==> config.mk <==
export PLATFORM = sky130hd
export DESIGN_NAME = mcp9808_scheduler
export DESIGN_NICKNAME = d
export VERILOG_FILES = /design/src/rtl/mcp9808_pkg.sv /design/src/rtl/mcp9808_poll_timer.sv /design/src/rtl/mcp9808_scheduler.sv
export SDC_FILE = /design/constraint.sdc
export NUM_CORES = 1
export LEC_CHECK = 0
export ABC_CLOCK_PERIOD_IN_PS = 2520
export CAP_MARGIN = 20
export CORE_MARGIN = 2
export CORE_UTILIZATION = 25
export CTS_BUF_LIST = sky130_fd_sc_hd__clkbuf_16
export DETAILED_ROUTE_END_ITERATION = 16
export DONT_BUFFER_PORTS = 1
export PLACE_DENSITY = 0.39
export REMOVE_ABC_BUFFERS = 1
export SETUP_SLACK_MARGIN = 0.1
export SYNTH_ARGS = -nofsm -noshare
export SYNTH_HDL_FRONTEND = slang
export SYNTH_HIERARCHICAL = 1
export SYNTH_SLANG_ARGS = --single-unit
==> constraint.sdc <==
create_clock -name clk -period 2.52 [get_ports clk]
set_input_delay 0.378 -clock clk [delete_from_list [all_inputs] [get_ports clk]]
set_output_delay 0.378 -clock clk [all_outputs]
set_load 0.05 [all_outputs]
==> src/rtl/mcp9808_pkg.sv <==
// Shared types and constants for the MCP9808 read/write scheduler.
package mcp9808_pkg;

    localparam int unsigned TEMP_W  = 12;
    localparam int unsigned WTEMP_W = 11;
    localparam int unsigned COMP_W  = 3;
    localparam int unsigned SEL_W   = 2;

    localparam logic [SEL_W-1:0] SEL_NONE  = 2'b00;
    localparam logic [SEL_W-1:0] SEL_UPPER = 2'b01;
    localparam logic [SEL_W-1:0] SEL_LOWER = 2'b10;
    localparam logic [SEL_W-1:0] SEL_CRIT  = 2'b11;

    typedef enum logic [2:0] {
        IDLE,
        RD_ISSUE,
        RD_WAIT,
        WR_ISSUE,
        WR_HOLD,
        WR_WAIT
    } schedState_t;

    // One captured reading from the sensor interface.
    typedef struct packed {
        logic              sign;
        logic [TEMP_W-1:0] temp;
        logic [COMP_W-1:0] comp;
    } sample_t;

endpackage

==> src/rtl/mcp9808_poll_timer.sv <==
// Free-running poll timer: one-cycle tick every POLL_PERIOD cycles while enabled.
module mcp9808_poll_timer #(
    parameter int unsigned POLL_PERIOD = 10000000
) (
    input  logic clk,
    input  logic rst,
    input  logic enable,
    output logic tick
);

    localparam int unsigned CNT_W = (POLL_PERIOD > 1) ? $clog2(POLL_PERIOD) : 1;

    logic [CNT_W-1:0] count;

    // Count while enabled, hold at reload otherwise; tick on terminal count.
    always_ff @(posedge clk or negedge rst) begin
        if (!rst) begin
            count <= '0;
            tick  <= 1'b0;
        end else if (!enable) begin
            count <= '0;
            tick  <= 1'b0;
        end else if (count == CNT_W'(POLL_PERIOD - 1)) begin
            count <= '0;
            tick  <= 1'b1;
        end else begin
            count <= count + CNT_W'(1);
            tick  <= 1'b0;
        end
    end

endmodule

==> src/rtl/mcp9808_scheduler.sv <==
// MCP9808 scheduler: arbitrates periodic/immediate reads and limit writes
// onto a single sensor interface. Optional watchdog: MCP9808_SCHED_WDT_EN.
module mcp9808_scheduler
    import mcp9808_pkg::*;
#(
    parameter int unsigned POLL_PERIOD = 10000000,
    parameter int unsigned WDT_CYCLES  = 2000000
) (
    input  logic               clk,
    input  logic               rst,
    input  logic               enable,
    input  logic               poll_now,
    input  logic               wr_req,
    input  logic [SEL_W-1:0]   wr_sel,
    input  logic [WTEMP_W-1:0] wr_temp,
    input  logic               if_ready,
    input  logic [TEMP_W-1:0]  if_temp,
    input  logic               if_sign,
    input  logic [COMP_W-1:0]  if_comp,
    output logic               if_update,
    output logic [SEL_W-1:0]   if_wsel,
    output logic [WTEMP_W-1:0] if_wtemp,
    output logic [TEMP_W-1:0]  temp_out,
    output logic               sign_out,
    output logic [COMP_W-1:0]  comp_out,
    output logic               valid,
    output logic               sample_stb,
    output logic               wr_ack,
    output logic               wr_done,
    output logic               busy,
    output logic               err
);

    schedState_t        state, stateNext;
    logic               tick;
    logic               rdPend, rdPendNext, rdClr;
    logic               wrPend, wrPendNext, wrClr, wrAccept;
    logic               capture, doneNext;
    logic               seenLow, seenLowNext;
    logic               wrActiveNext;
    logic [SEL_W-1:0]   selLatch;
    logic [WTEMP_W-1:0] wtempLatch;
    sample_t            sampleQ;

    mcp9808_poll_timer #(.POLL_PERIOD(POLL_PERIOD)) uPollTimer (
        .clk    (clk),
        .rst    (rst),
        .enable (enable),
        .tick   (tick)
    );

    assign wrAccept     = wr_req && (wr_sel != SEL_NONE) && !wrPend;
    assign wrActiveNext = (stateNext == WR_ISSUE) || (stateNext == WR_HOLD);

`ifdef MCP9808_SCHED_WDT_EN
    localparam int unsigned WDT_W = (WDT_CYCLES > 1) ? $clog2(WDT_CYCLES) : 1;

    logic [WDT_W-1:0] wdtCnt;
    logic             wdtActive, wdtExpire, errNext;

    assign wdtActive = (state == RD_WAIT) || (state == WR_HOLD) || (state == WR_WAIT);
    assign wdtExpire = wdtActive && (wdtCnt == WDT_W'(WDT_CYCLES - 1));
`endif

    // Next-state, request bookkeeping and output pulse decode.
    always_comb begin
        stateNext   = state;
        rdClr       = 1'b0;
        wrClr       = 1'b0;
        capture     = 1'b0;
        doneNext    = 1'b0;
        seenLowNext = seenLow;
`ifdef MCP9808_SCHED_WDT_EN
        errNext     = 1'b0;
`endif
        case (state)
            IDLE: begin
                seenLowNext = 1'b0;
                if (if_ready) begin
                    if (wrPend)      stateNext = WR_ISSUE;
                    else if (rdPend) stateNext = RD_ISSUE;
                end
            end
            RD_ISSUE: begin
                rdClr       = 1'b1;
                seenLowNext = 1'b0;
                stateNext   = RD_WAIT;
            end
            RD_WAIT: begin
                if (!if_ready) begin
                    seenLowNext = 1'b1;
                end else if (seenLow) begin
                    capture   = 1'b1;
                    stateNext = IDLE;
                end
            end
            WR_ISSUE: stateNext = WR_HOLD;
            WR_HOLD: begin
                if (!if_ready) stateNext = WR_WAIT;
            end
            WR_WAIT: begin
                if (if_ready) begin
                    doneNext  = 1'b1;
                    wrClr     = 1'b1;
                    stateNext = IDLE;
                end
            end
            default: stateNext = IDLE;
        endcase
`ifdef MCP9808_SCHED_WDT_EN
        // Expiry only matters if the operation did not progress this cycle.
        if (wdtExpire && (stateNext == state)) begin
            errNext     = 1'b1;
            seenLowNext = 1'b0;
            stateNext   = IDLE;
            if (state == RD_WAIT) rdClr = 1'b1;
            else                  wrClr = 1'b1;
        end
`endif
        // New requests win over a same-cycle clear so they are never lost.
        rdPendNext = (rdPend && !rdClr) || tick || poll_now;
        wrPendNext = (wrPend && !wrClr) || wrAccept;
    end

    // State, pending flags, latched write and registered outputs.
    always_ff @(posedge clk or negedge rst) begin
        if (!rst) begin
            state      <= IDLE;
            rdPend     <= 1'b0;
            wrPend     <= 1'b0;
            seenLow    <= 1'b0;
            selLatch   <= SEL_NONE;
            wtempLatch <= '0;
            sampleQ    <= '0;
            valid      <= 1'b0;
            sample_stb <= 1'b0;
            wr_ack     <= 1'b0;
            wr_done    <= 1'b0;
            busy       <= 1'b0;
            if_update  <= 1'b0;
            if_wsel    <= SEL_NONE;
            if_wtemp   <= '0;
        end else begin
            state      <= stateNext;
            rdPend     <= rdPendNext;
            wrPend     <= wrPendNext;
            seenLow    <= seenLowNext;
            if (wrAccept) begin
                selLatch   <= wr_sel;
                wtempLatch <= wr_temp;
            end
            if (capture) begin
                sampleQ <= '{sign: if_sign, temp: if_temp, comp: if_comp};
                valid   <= 1'b1;
            end
            sample_stb <= capture;
            wr_ack     <= wrAccept;
            wr_done    <= doneNext;
            busy       <= (stateNext != IDLE) || rdPendNext || wrPendNext;
            if_update  <= (stateNext == RD_ISSUE);
            if_wsel    <= wrActiveNext ? selLatch : SEL_NONE;
            if_wtemp   <= wrActiveNext ? wtempLatch : '0;
        end
    end

    assign temp_out = sampleQ.temp;
    assign sign_out = sampleQ.sign;
    assign comp_out = sampleQ.comp;

`ifdef MCP9808_SCHED_WDT_EN
    // Watchdog: restarts on every state change, err pulses on expiry.
    always_ff @(posedge clk or negedge rst) begin
        if (!rst) begin
            wdtCnt <= '0;
            err    <= 1'b0;
        end else begin
            wdtCnt <= (wdtActive && (stateNext == state)) ? wdtCnt + WDT_W'(1) : '0;
            err    <= errNext;
        end
    end
`else
    // No watchdog in this build: operations wait indefinitely.
    assign err = 1'b0;
    if (WDT_CYCLES == 0) begin : gWdtUnused
    end
`endif

endmodule
# Yosys cells after proc, flatten, opt, wreduce, memory -nomap -nowiden
# Cells that the tools add are included.
# totals
register_bits	79
latchBits	0
mem_bits_rw	0
rom_bits	0
input_bits	35
out_inout_bits	36
memories	0
# op_classes
addsub	1
multipliers	0
div	0
n_lt_le_gt_ge	0
n_eq_ne	10
shifts	0
n_mux	22
bitwise_logic	0
reduce_logical	19
# op_table
operator	n
$mux W24	2
$add A24 B1 Y24 const B	1
$eq A24 B24 Y1 const B	1
$mux W3	7
$pmux W3 S6	1
$mux W11	1
$eq A3 B2 Y1 const B	3
$eq A3 B3 Y1 const B	3
$mux W1	9
$eq A3 B1 Y1 const B	2
$logic_or A1 B1 Y1	6
$logic_and A1 B1 Y1	4
$reduce_bool A2 Y1	2
$logic_not A1 Y1	3
$logic_not A3 Y1	1
$reduce_bool A3 Y1	1
$mux W2	1
$ne A2 B2 Y1 const B	1
$pmux W1 S2	1
$reduce_and A2 Y1	1
$reduce_or A2 Y1	1

# Longest topological paths before layout
# logic_depth
ltp_word	8
ltp_mapped	6
mapped_depth_nobuf	5

# Cells and area by module
# The synthesis kept the hierarchy.
# by_module_without_submodules
mod	n_inst	cells_each	area_per_inst_um2	seq_area_each_um2
mcp9808_scheduler	1	141	2112.0	1351.3
mcp9808_poll_timer	1	131	1275.0	625.6

# Least setup slack after synthesis
# Ideal clock, no wire load.
# synth_timing
path_kind	register to register
start	register uPollTimer.count[0]
end	register uPollTimer.count[20]
setup_ps	73
arrival_time_ps	1776
path_slack_ps	671
stages_incl_launch_ff	7
synth_period_minus_slack_ps	1849
path_cell_list	dfrtp_1 -> ha_1 -> nand2_1 -> or3_1 -> buf_2 -> or4_4 -> a21oi_2
# synth_via
elab_chain_cells	3
# synth_rtl
item	line_no	source
from (decl)	mcp9808_poll_timer.sv:13	logic [CNT_W-1:0] count;
from (signal assigned)	mcp9808_poll_timer.sv:27	count <= count + CNT_W'(1);
$add A24 B1 Y24 / $eq A24 B24 Y1 (equally long branches)	mcp9808_poll_timer.sv:27, mcp9808_poll_timer.sv:23	
$mux W24 (*)	mcp9808_poll_timer.sv:23	end else if (count == CNT_W'(POLL_PERIOD - 1)) begin
$mux W24 (*)	mcp9808_poll_timer.sv:20	end else if (!enable) begin
# Every way passes the cells marked *; elsewhere a longest branch is shown, timed or not.
# A chain may end at the register's enable or synchronous reset.

# Worst setup path after layout
# Same ends and word-level chain as after synthesis.

==> metrics <==
nets between 300 and 400; RR Startpoint uPollTimer/count[0]; count of pins over their slew limit 0; R2R depth 5; Worst setup EP type register; Top-Level Pins slightly above 70; GRT Total Usage 0.0999; Rows 42; NetSw ~0.0018 W; power per standard cell area roughly 1200 mW/mm2; Hold Path Sink rdPend; Synth Flop Type dfrtp_1; area grow syn2layout 14.3%; Mapped Cells between 200 and 300; GR Overflow Total 0; Final ANT Viol Nets 0; RSZ-0062 raised after global routing no; Clock transition at path regs approximately 60 ps; Max Cap Viol 0; Critical Path Source Type register; Tot Pwr roughly 0.0047 W; Hold Path Origin poll_now; Max FO, Critical Path 8; Design Area, Final 0.00387 mm2; proportion of layout cells with a drive suffix above 1 0.214; GPL Wtd Cong roughly 0.74; Synth Cell Area ~0.0034 mm2; Crit path max-delay family simple AND/OR/NAND/NOR gates; Vias just over 2000; critical path class reg2reg; largest net degree at the start of global routing 80; TritonCTS clock tree yes; CTS buffer count 9; I/O Buffers 0; sequential power share 0.582; clock power share 0.289; Crit path largest cell delay about 550 ps; Avg Vias per Cell 4.43; Clock Tree Root clkbuf_16; number of global-route vias before repair ~2100; FF+latch count, synth approximately 80; CP Data Arrival Time ~2300 ps; antenna violations before repair 0; worst min path class in2reg; clock sinks slightly below 80; crit path cell chain ha_1 -> nand2_1 -> or3_1 -> or4_4 -> a21oi_2; die width 120 um; placed cell area 0.00353 mm2; clk buf depth 2; die area 0.0145 mm2; post-DP HPWL 4370 um; sequential area share after synthesis 0.584; final worst path period share 0.787; Crit-path slowest cell or4_4; routed length per instance approximately 15 um; setup_tns 0 ps; RR Endpoint uPollTimer/count[20]; Synth Warn # 6; peak supply drop 0.000323 V; Leakage approximately 1.7 nW; Yosys cell types 54; htree depth 3; drt total wl roughly 6700 um; Slew @ Worst Pin approximately 500 ps; part of the power in combinational logic 0.128; Core Util, Final 0.292; clock latency on the worst-skew pair around 340 ps; DRC 0; worst-case clock skew approximately 6.1 ps; Tmin final 1980 ps; Initial Utilization 0.256; required time worst endpoint 2800 ps; 1st-pass router iterations 4; R2R setup slack 540 ps; Worst slew margin 0.669; Hold Path Stages 2; Hold WS 137 ps; first-pass GRT wire length about 11000 um; Diodes inserted 0; sw frac 0.392; post-cts resize count 0; chip height roughly 120 um; Final Hold Fails 0; worst path buffer plus inverter count 0; Placeable Area approximately 0.013 mm2; number of synthesized flops with an enable pin 0; final setup vio count 0; FMAX just over 500 MHz; Detailed Route Iter0 Violations approximately 130; status finished clean; internal power 0.00285 W; ys async rst share 1.00; synthesized area per cell around 12 um2
cells by family after synthesis:
family	share of synthesized area
AND/OR/NAND/NOR	0.171
buffers and inverters	0.0436
XOR/XNOR	0.0362
AO/OA/AOI/OAI	0.0628
multiplexers	0.0975
other	0.00111
adder cells (fa/ha/maj)	0.00369
flip-flops	0.584
per-stage QoR:
stage / setup slack, ps / cells
2_1_floorplan: -85.5 / 259
3_3_place_gp: 513 / 439
3_5_place_dp: 504 / 439
4_1_cts: 506 / 456
5_1_grt: 391 / 456
6_report: 537 / 456
power by group through the flow:
| stage | sequential, W | clock, W | combinational (W) |
|---|---|---|---|
| after floorplan | 0.00267 | 0 | 0.000491 |
| after global placement | 0.00276 | 0 | 0.000572 |
| after detailed placement | 0.00277 | 0 | 0.000584 |
| after CTS | 0.00274 | 0.00140 | 0.000619 |
| after global routing | 0.00278 | 0.00146 | 0.000681 |
| final | 0.00273 | 0.00136 | 0.000601 |
worst reg2reg max path, stage by stage (launching register included):
cell     delay, ps
dfrtp_1        380
ha_1           210
nand2_1        130
or3_1          510
or4_4          550
a21oi_2        130
sequential cells by signal, indices dropped and copies added, names as in the netlist, 2 cells and up:
signal and count:
wtempLatch 11, comp_out 3, temp_out 12, if_wtemp 11, selLatch 2, uPollTimer/count 24
state 3, if_wsel 2
worst max path at each step:
stage | start | to | slack (ps) | cells past startpoint
CTS | uPollTimer/count[0] | uPollTimer/count[20] | 510 | 5
global placement | uPollTimer/count[0] | uPollTimer/count[20] | 510 | 5
global route | uPollTimer/count[0] | uPollTimer/count[20] | 390 | 5
finish | uPollTimer/count[0] | uPollTimer/count[20] | 540 | 5
detailed placement | uPollTimer/count[0] | uPollTimer/count[20] | 500 | 5
floorplan | uPollTimer/count[14] | uPollTimer/count[10] | -90 | 3
cell type report:
class / instances / area [um2]
Fill cell: 1378 / 9370
Sequential cell: 79 / 1980
Multi-Input combinational cell: 170 / 1270
Clock buffer: 9 / 225
Tap cell: 176 / 220
Clock inverter: 6 / 76.3
Timing Repair Buffer: 6 / 67.6
Inverter: 10 / 37.5
synth_stat cells (3+ instances only):
cell | instances | share of area
dfrtp_1 | 79 | 0.58
mux2_2 | 28 | 0.093
nor2_1 | 21 | 0.023
and2_1 | 14 | 0.026
nand2_1 | 12 | 0.013
inv_1 | 10 | 0.011
xnor2_1 | 9 | 0.023
a21oi_1 | 7 | 0.010
nand3_1 | 6 | 0.0089
nand4_1 | 6 | 0.011
or3_1 | 6 | 0.011
nor4_1 | 5 | 0.0092
o21ai_0 | 5 | 0.0074
xor2_1 | 5 | 0.013
o31ai_1 | 4 | 0.0089
and3_1 | 3 | 0.0055
buf_2 | 3 | 0.0044
buf_6 | 3 | 0.010
clkbuf_8 | 3 | 0.012
or4_1 | 3 | 0.0066
placed cells by master, fill, tap and decap left out, drive strengths merged, types with 2 or more instances in the layout:
cell,instances
a211oi,3
a21oi,8
and2,14
and3,3
and4,2
buf,5
bufinv,2
clkbuf,9
clkinv,4
dfrtp,79
inv,10
mux2,29
nand2,12
nand3,6
nand3b,2
nand4,9
nand4b,2
nor2,21
nor3,2
nor4,5
o21ai,5
o31ai,4
or3,6
or4,4
xnor2,9
xor2,5
per-layer routing:
layer  global-route usage  part of all wire
met3               0.0392             0.051
met2                0.145              0.47
met1                0.128              0.46
met4               0.0501             0.020
met5                    0                 0
timing repair:
action                                 in CTS  in global routing
endpoints found under the hold margin      79                  0
hold buffers                                2                  0
setup buffers                               0                  0
Note: power is estimated with default switching activity, not from simulation.
